[config.mk]
export PLATFORM = sky130hd
export DESIGN_NAME = load_scoreboard
export DESIGN_NICKNAME = d
export VERILOG_FILES = /design/src/rtl/load_scoreboard.sv
export SDC_FILE = /design/constraint.sdc
export NUM_CORES = 1
export LEC_CHECK = 0
export ABC_AREA = 1
export CORE_MARGIN = 8
export CORE_UTILIZATION = 57
export DETAILED_ROUTE_END_ITERATION = 12
export PLACE_DENSITY = 0.87
export REMOVE_ABC_BUFFERS = 1
export SKIP_LAST_GASP = 1
export SLEW_MARGIN = 20
export SYNTH_ARGS = -nofsm -noshare
export SYNTH_HDL_FRONTEND = slang
export SYNTH_SLANG_ARGS = --single-unit
[constraint.sdc]
create_clock -name clk_i -period 6.27 [get_ports clk_i]
set_input_delay 1.254 -clock clk_i [delete_from_list [all_inputs] [get_ports clk_i]]
set_output_delay 1.254 -clock clk_i [all_outputs]
set_load 0.02 [all_outputs]
[src/rtl/load_scoreboard.sv]
// Issue-stage scoreboard for outstanding non-blocking loads.
// Blocks RAW/WAW hazards, fences and over-limit loads.
module load_scoreboard #(
  parameter int reg_els_p = 32,
  parameter int max_out_p = 8,
  localparam int reg_addr_width_lp = $clog2(reg_els_p),
  localparam int count_width_lp = $clog2(max_out_p + 1)
) (
  input  logic                         clk_i,
  input  logic                         reset_i,
  input  logic                         issue_v_i,
  input  logic [reg_addr_width_lp-1:0] rs1_i,
  input  logic [reg_addr_width_lp-1:0] rs2_i,
  input  logic [reg_addr_width_lp-1:0] rd_i,
  input  logic                         op_reads_rf1_i,
  input  logic                         op_reads_rf2_i,
  input  logic                         op_writes_rf_i,
  input  logic                         is_load_op_i,
  input  logic                         is_fence_op_i,
  input  logic                         resp_v_i,
  input  logic [reg_addr_width_lp-1:0] resp_rd_i,
  output logic                         stall_o,
  output logic                         issue_accept_o,
  output logic [reg_els_p-1:0]         pending_o,
  output logic [count_width_lp-1:0]    outstanding_o,
  output logic                         empty_o,
  output logic                         error_o
);

  localparam logic [count_width_lp-1:0] max_cnt_lp =
    count_width_lp'(max_out_p);

  logic [reg_els_p-1:0]      pending_r;
  logic [count_width_lp-1:0] count_r;
  logic                      error_r;

  logic [reg_els_p-1:0]      clear_mask;
  logic [reg_els_p-1:0]      set_mask;
  logic [reg_els_p-1:0]      eff_pending;
  logic [count_width_lp-1:0] eff_count;
  logic                      inc, dec;
  logic                      raw1, raw2, waw;
  logic                      fence_blk, full_blk;
  logic                      alloc;
  logic                      err_evt;

  // Returning load clears its entry, bypassed into this cycle's hazards.
  always_comb begin
    clear_mask = '0;
    if (resp_v_i && resp_rd_i != '0)
      clear_mask[resp_rd_i] = 1'b1;
  end

  assign eff_pending = pending_r & ~clear_mask;
  assign dec = resp_v_i & (count_r != '0);
  assign eff_count = count_r - count_width_lp'(dec);

  assign raw1 = op_reads_rf1_i & eff_pending[rs1_i];
  assign raw2 = op_reads_rf2_i & eff_pending[rs2_i];
  assign waw = op_writes_rf_i & eff_pending[rd_i];
  assign fence_blk = is_fence_op_i & (eff_count != '0);
  assign full_blk = is_load_op_i & op_writes_rf_i &
                    (eff_count == max_cnt_lp);

  assign stall_o = issue_v_i &
    (raw1 | raw2 | waw | fence_blk | full_blk);
  assign issue_accept_o = issue_v_i & ~stall_o;

  assign alloc = issue_accept_o & is_load_op_i &
                 op_writes_rf_i & (rd_i != '0);

  // Accepted register-writing load claims its destination.
  always_comb begin
    set_mask = '0;
    if (alloc)
      set_mask[rd_i] = 1'b1;
  end

  assign inc = |set_mask;

  // Response for a register that is not pending, or with none in flight.
  assign err_evt = resp_v_i & (resp_rd_i != '0) &
                   (~pending_r[resp_rd_i] | (count_r == '0));

  // Scoreboard bits, outstanding counter and sticky error.
  always_ff @(posedge clk_i) begin
    if (reset_i) begin
      pending_r <= '0;
      count_r   <= '0;
      error_r   <= 1'b0;
    end else begin
      pending_r <= eff_pending | set_mask;
      case ({inc, dec})
        2'b10:   count_r <= count_r + 1'b1;
        2'b01:   count_r <= count_r - 1'b1;
        default: count_r <= count_r;
      endcase
      if (err_evt)
        error_r <= 1'b1;
    end
  end

  assign pending_o = pending_r;
  assign outstanding_o = count_r;
  assign empty_o = (count_r == '0);
  assign error_o = error_r;

endmodule

== Word level (Yosys, flattened, before mapping) ==
Cells that the tools add are included.
W data, S select, Z words.

* Register bits: 37
* Input port bits: 29
* Output and inout port bits: 40
* Logic and storage cells: 64

* Add/subtract/negate cells: 3
* Order comparisons: 6
* Equal/unequal tests: 3
* Mux-type cells: 15
* Bitwise logic cells: 24
* Reduce and logical (&&, ||, !) cells: 10

{| class="wikitable"
|+ Operator list
! cell !! count
|-
| $mux W32 || 2
|-
| $and A32 B32 Y32 || 1
|-
| $not A32 Y32 || 1
|-
| $or A32 B32 Y32 || 1
|-
| $reduce_or A32 Y1 || 1
|-
| $lt A5 B6 Y1 const B || 4
|-
| $bmux W1 S5 || 4
|-
| $and A1 B1 Y1 || 14
|-
| $demux W1 S5 || 2
|-
| $ge A5 B1 Y1 const B || 2
|-
| $reduce_bool A5 Y1 || 2
|-
| $pmux W4 S2 || 1
|-
| $reduce_bool A4 Y1 || 2
|-
| $mux W1 || 6
|-
| $or A1 B1 Y1 || 5
|-
| $add A4 B1 Y4 const B || 1
|-
| $eq A4 B4 Y1 const B || 1
|-
| $logic_not A4 Y1 || 1
|-
| $sub A4 B1 Y4 || 1
|-
| $sub A4 B1 Y4 const B || 1
|-
| $logic_and A1 B1 Y1 || 3
|-
| $eq A2 B1 Y1 const B || 1
|-
| $eq A2 B2 Y1 const B || 1
|-
| $not A1 Y1 || 2
|-
| $reduce_bool A2 Y1 || 1
|}

== Logic depth before layout (Yosys ltp) ==
* Word-level depth: 24
* Gate-level depth with buffers: 26
* Depth with buffers taken out: 24

== Least setup slack after synthesis ==
Ideal clock, no wire load.

* Kind: input to register
* From: input port resp_v_i
* To: register count_r[3], in the netlist outstanding_o[3]
* Library setup time: 0.070 ns
* Data arrival time: 4.617 ns
* Data required time: 6.200 ns
* Path slack: 1.583 ns
* Stages on the path: 22
* Path buffers: 2
* Path through: buf_2 > buf_1 > inv_1 > nor2_1 > ha_1 > nand2_1 > a21oi_1 > o21ai_0 > nor2_1 > o22a_1 > nor2_2 > nand2_2 > nor3b_1 > nand2_1 > ha_1 > ha_1 > nand2_1 > nor2_1 > a211oi_1 > xor2_1 > nand2_1 > a21oi_1

* Word-level cells in the longest chain between the ends: 21
* Elaborated cells between the ends (all ways): 35
* Those cells by class: add/sub: 1; eq/ne: 3; mux: 9; bitwise: 18; reduce/logical: 4

{| class="wikitable"
|+ Ends and longest elaborated chain
! item !! RTL line !! RTL
|-
| from (decl) || 20 || <nowiki>input logic resp_v_i,</nowiki>
|-
| $logic_and A1 B1 Y1 || 50 || <nowiki>if (resp_v_i && resp_rd_i != '0)</nowiki>
|-
| $mux W32 || 50 ||
|-
| $not A32 Y32 || 54 || <nowiki>assign eff_pending = pending_r & ~clear_mask;</nowiki>
|-
| $and A32 B32 Y32 || 54 ||
|-
| $bmux W1 S5 (on tied branches) || 58, 59 ||
|-
| $mux W1 (on tied branches) || 58, 59 ||
|-
| $and A1 B1 Y1 (on tied branches) || 58, 59 ||
|-
| $or A1 B1 Y1 (3 in a row) || 66 || <nowiki>(raw1 | raw2 | waw | fence_blk | full_blk);</nowiki>
|-
| [3 not listed] || n/a ||
|-
| $and A1 B1 Y1 (*) || 67 || <nowiki>assign issue_accept_o = issue_v_i & ~stall_o;</nowiki>
|-
| via issue_accept_o || 23 || <nowiki>output logic issue_accept_o,</nowiki>
|-
| $and A1 B1 Y1 (*) (2 in a row) || 69 || <nowiki>assign alloc = issue_accept_o & is_load_op_i &</nowiki>
|-
| $and A1 B1 Y1 (*) || 70 || <nowiki>op_writes_rf_i & (rd_i != '0);</nowiki>
|-
| $mux W32 (*) || 75 || <nowiki>if (alloc)</nowiki>
|-
| $reduce_or A32 Y1 (*) || 79 || <nowiki>assign inc = |set_mask;</nowiki>
|-
| $eq A2 B1 Y1 or $eq A2 B2 Y1 (tied branches) || 93 || <nowiki>case ({inc, dec})</nowiki>
|-
| $pmux W4 S2 or $reduce_bool A2 Y1 (tied branches) || n/a ||
|-
| to (signal assigned) || 94 || <nowiki>2'b10: count_r <= count_r + 1'b1;</nowiki>
|-
| to (signal assigned) || 95 || <nowiki>2'b01: count_r <= count_r - 1'b1;</nowiki>
|-
| to (signal assigned) || 96 || <nowiki>default: count_r <= count_r;</nowiki>
|-
| to (decl) || 34 || <nowiki>logic [count_width_lp-1:0] count_r;</nowiki>
|}

Mark *: on every way through the listed nets, which the timed path passes. The rest lies on a longest branch. The select of a mux whose other input is x is not followed.
A chain may end at the register's enable or synchronous reset.

== Final worst setup path ==
* From: input port resp_rd_i[3]
* To: output port stall_o

* Word-level cells in the longest chain between the ends: 15
* Elaborated cells between the ends (all ways): 24
* Those cells by class: order compare: 2; mux: 9; bitwise: 10; reduce/logical: 3

{| class="wikitable"
|+ Ends and longest elaborated chain
! item !! RTL line !! RTL
|-
| from (decl) || 21 || <nowiki>input logic [reg_addr_width_lp-1:0] resp_rd_i,</nowiki>
|-
| $lt A5 B6 Y1 (implied by the code) or $ge A5 B1 Y1 (tied branches) || 51 || <nowiki>clear_mask[resp_rd_i] = 1'b1;</nowiki>
|-
| $logic_and A1 B1 Y1 (implied by the code) || 51 ||
|-
| $mux W1 (implied by the code) || 51 ||
|-
| $demux W1 S5 || 51 ||
|-
| $mux W32 (*) || 50 ||
|-
| $not A32 Y32 (*) || 54 ||
|-
| $and A32 B32 Y32 (*) || 54 ||
|-
| $bmux W1 S5 (on tied branches) || 58, 59 ||
|-
| $mux W1 (on tied branches) || 58, 59 ||
|-
| $and A1 B1 Y1 (on tied branches) || 58, 59 ||
|-
| $or A1 B1 Y1 || 66 ||
|-
| $or A1 B1 Y1 (*) (3 in a row) || 66 ||
|-
| $and A1 B1 Y1 (*) || 65 || <nowiki>assign stall_o = issue_v_i &</nowiki>
|-
| to (decl) || 22 || <nowiki>output logic stall_o,</nowiki>
|}

Every way passes the cells marked *; elsewhere a longest branch is shown, timed or not. The select of a mux whose other input is x is not followed.

==> metrics.txt <==
DRT Wirelength about 13000 um; core area 5851 um2; Post-synth EDFFs 0; Max Fclk 0.1681 GHz; initial antenna violation count 0; Worst Path Class, Setup in2out; Root Driver clkbuf_8; vias in the first global route 4387; Setup crit start resp_rd_i[3]; TritonRoute pass-1 iters 7; most common cell after layout, fill and taps aside nand3_1; row count 28; CTS tree yes; Slew HR 36.60%; Yosys top cell by area dfxtp_1; Avg Cell Area, Syn 5.791 um2; Die ar. 8691 um2; final-report hold violation count 0; worst-path fanout max 22; Starting Density 58.11%; top post-synthesis cells by area dfxtp_1 22%, nand3_1 20%, nand2_1 12%; Final Hold Slack between 400 and 500 ps; clock slew at reported path FFs around 80 ps; share of the synthesized area in the top cell type 21.79%; post-route cell area 4169 um2; CTS H-Tree Depth 2; largest net degree at the start of global routing 38; Final Cycle Share 94.90%; PwrDens roughly 200 nW/um2; n_diodes 0; CP startpoint kind primary input; outcome finished, final reports clean; DIE WIDTH 93.23 um; clock sink count 37; first-pass GRT wire length 21430 um; Synth cell types 33; Post-Synthesis Cells 587; Post-DRT Antenna Nets 0; layout cell share with drive strength beyond 1 between 4 and 5%; setup TNS 0 ps; CTS resizes 0; nature of the critical path endpoint output port; total gr overflow 0; DP Area 4086 um2; Final #Nets 674; GP Congestion 1.019; clk_lat worst skew slightly below 300 ps; clock buffer depth 2; Die Ht 93.23 um; worst r2r src outstanding_o[2]; Slew @ Worst Pin 942.3 ps; Seq cells post-synth 37; I/O Pins just under 70; count of final max-slew check failures 0; CP arrival 4700 ps; 1st-iter DRT viols 837; synth-to-layout area growth 22.64%; PortBufs 68; YS warnings 0; Async SR Flop Fraction 0%; vias per cell 6.627; hpwl dp 10170 um; Layout Utilization 71.26%; cts hold-fix bufs 0; clk_skew 8.102 ps; Worst Path Required 5020 ps; Final setup viols 0; post-synthesis sequential area ratio a little over a fifth; peak supply drop 0.2796 mV; CTS buffer count 5; min cycle time layout 5950 ps; Routed WL per cell 18.84 um; worst hold start error_o; gr usage total 30.37%; top_reg_cell synth dfxtp_1; min-delay worst type reg2reg; DRC violations left 0; Static Leakage approximately 1.5 nW; unrepaired setup endpoints after global routing false; via count 4745; most frequent cells in the layout 134 x nand3_1, 111 x nand2_1, 81 x nor2_1; Post-CTS Setup Inserts 0; Post-Syn Area 3400 um2; PnR Total Power 0.8199 mW; maxcap violations 0
## power by group
group          switching [mW]  internal, mW
clock network          0.0902        0.0772
registers              0.0171         0.247
logic                   0.246         0.143
total                   0.353         0.467
## cell type report
class	count	area [um2]
flip-flops and latches	37	740.7
repair buffers	78	755.7
multi-input cells	472	2323
clock buffers	6	72.57
fillers	491	1682
inverters	46	172.7
well taps	75	93.84
clock inverters	2	10.01
## registers in the layout, indices dropped and copies added, names as in the netlist
register       cells
pending_o         32
outstanding_o      4
error_o            1
## per-layer routing
layer	up-vias	routed length (um)	track usage, %	part of all wire (%)
li1	2132	-	-	-
met1	2069	5013	38.19	37
met2	450	5836	47.06	43
met3	94	2007	6.811	15
met4	0	635	16.38	4.7
met5	-	0	0	0
## cell usage after synthesis, types with 2 or more instances
library cell,n
nand3_1,134
nand2_1,111
nor2_1,81
a21oi_1,55
inv_1,43
dfxtp_1,37
nand4_1,36
a22oi_1,16
buf_2,13
clkbuf_1,12
o21ai_0,8
o211ai_1,5
ha_1,4
nor2_2,4
buf_1,3
buf_6,3
a211oi_1,2
clkinv_1,2
nand3_2,2
nor2_4,2
xnor2_1,2
## worst paths after layout
check / to / slack, ps / cells past startpoint
max reg2reg: outstanding_o[3] / 2100 / 19
max: stall_o / 320 / 15
min reg2reg: error_o / 470 / 2
min: error_o / 470 / 2
## through the flow
stage,instances,worst slack [ps]
final,716,319.8
after global routing,716,58.01
after CTS,716,441.3
after detailed placement,708,491.5
after global placement,708,550.7
after floorplan,555,1899
## critical path, cell delays in order
cell and delay (ps):
clkdlybuf4s50_1 560, nor2_1 380, nand3_2 450, nand3_1 310
nand3_1 130, nand3_1 110, nand3_1 90, nand3_1 70
nand2_1 80, nand2_1 60, nand2_1 40, nor2_1 320
o21ai_0 150, inv_1 70, clkdlybuf4s50_1 600
## logic make-up after synthesis
logic type | Yosys count | synth area share (%)
simple gates | 376 | 50.68
compound gates | 88 | 14.83
buf+inv | 78 | 9.863
flops | 37 | 21.79
fa+ha+maj | 5 | 2.061
xor+xnor | 3 | 0.7731
Power figures use the tool's default switching activity.
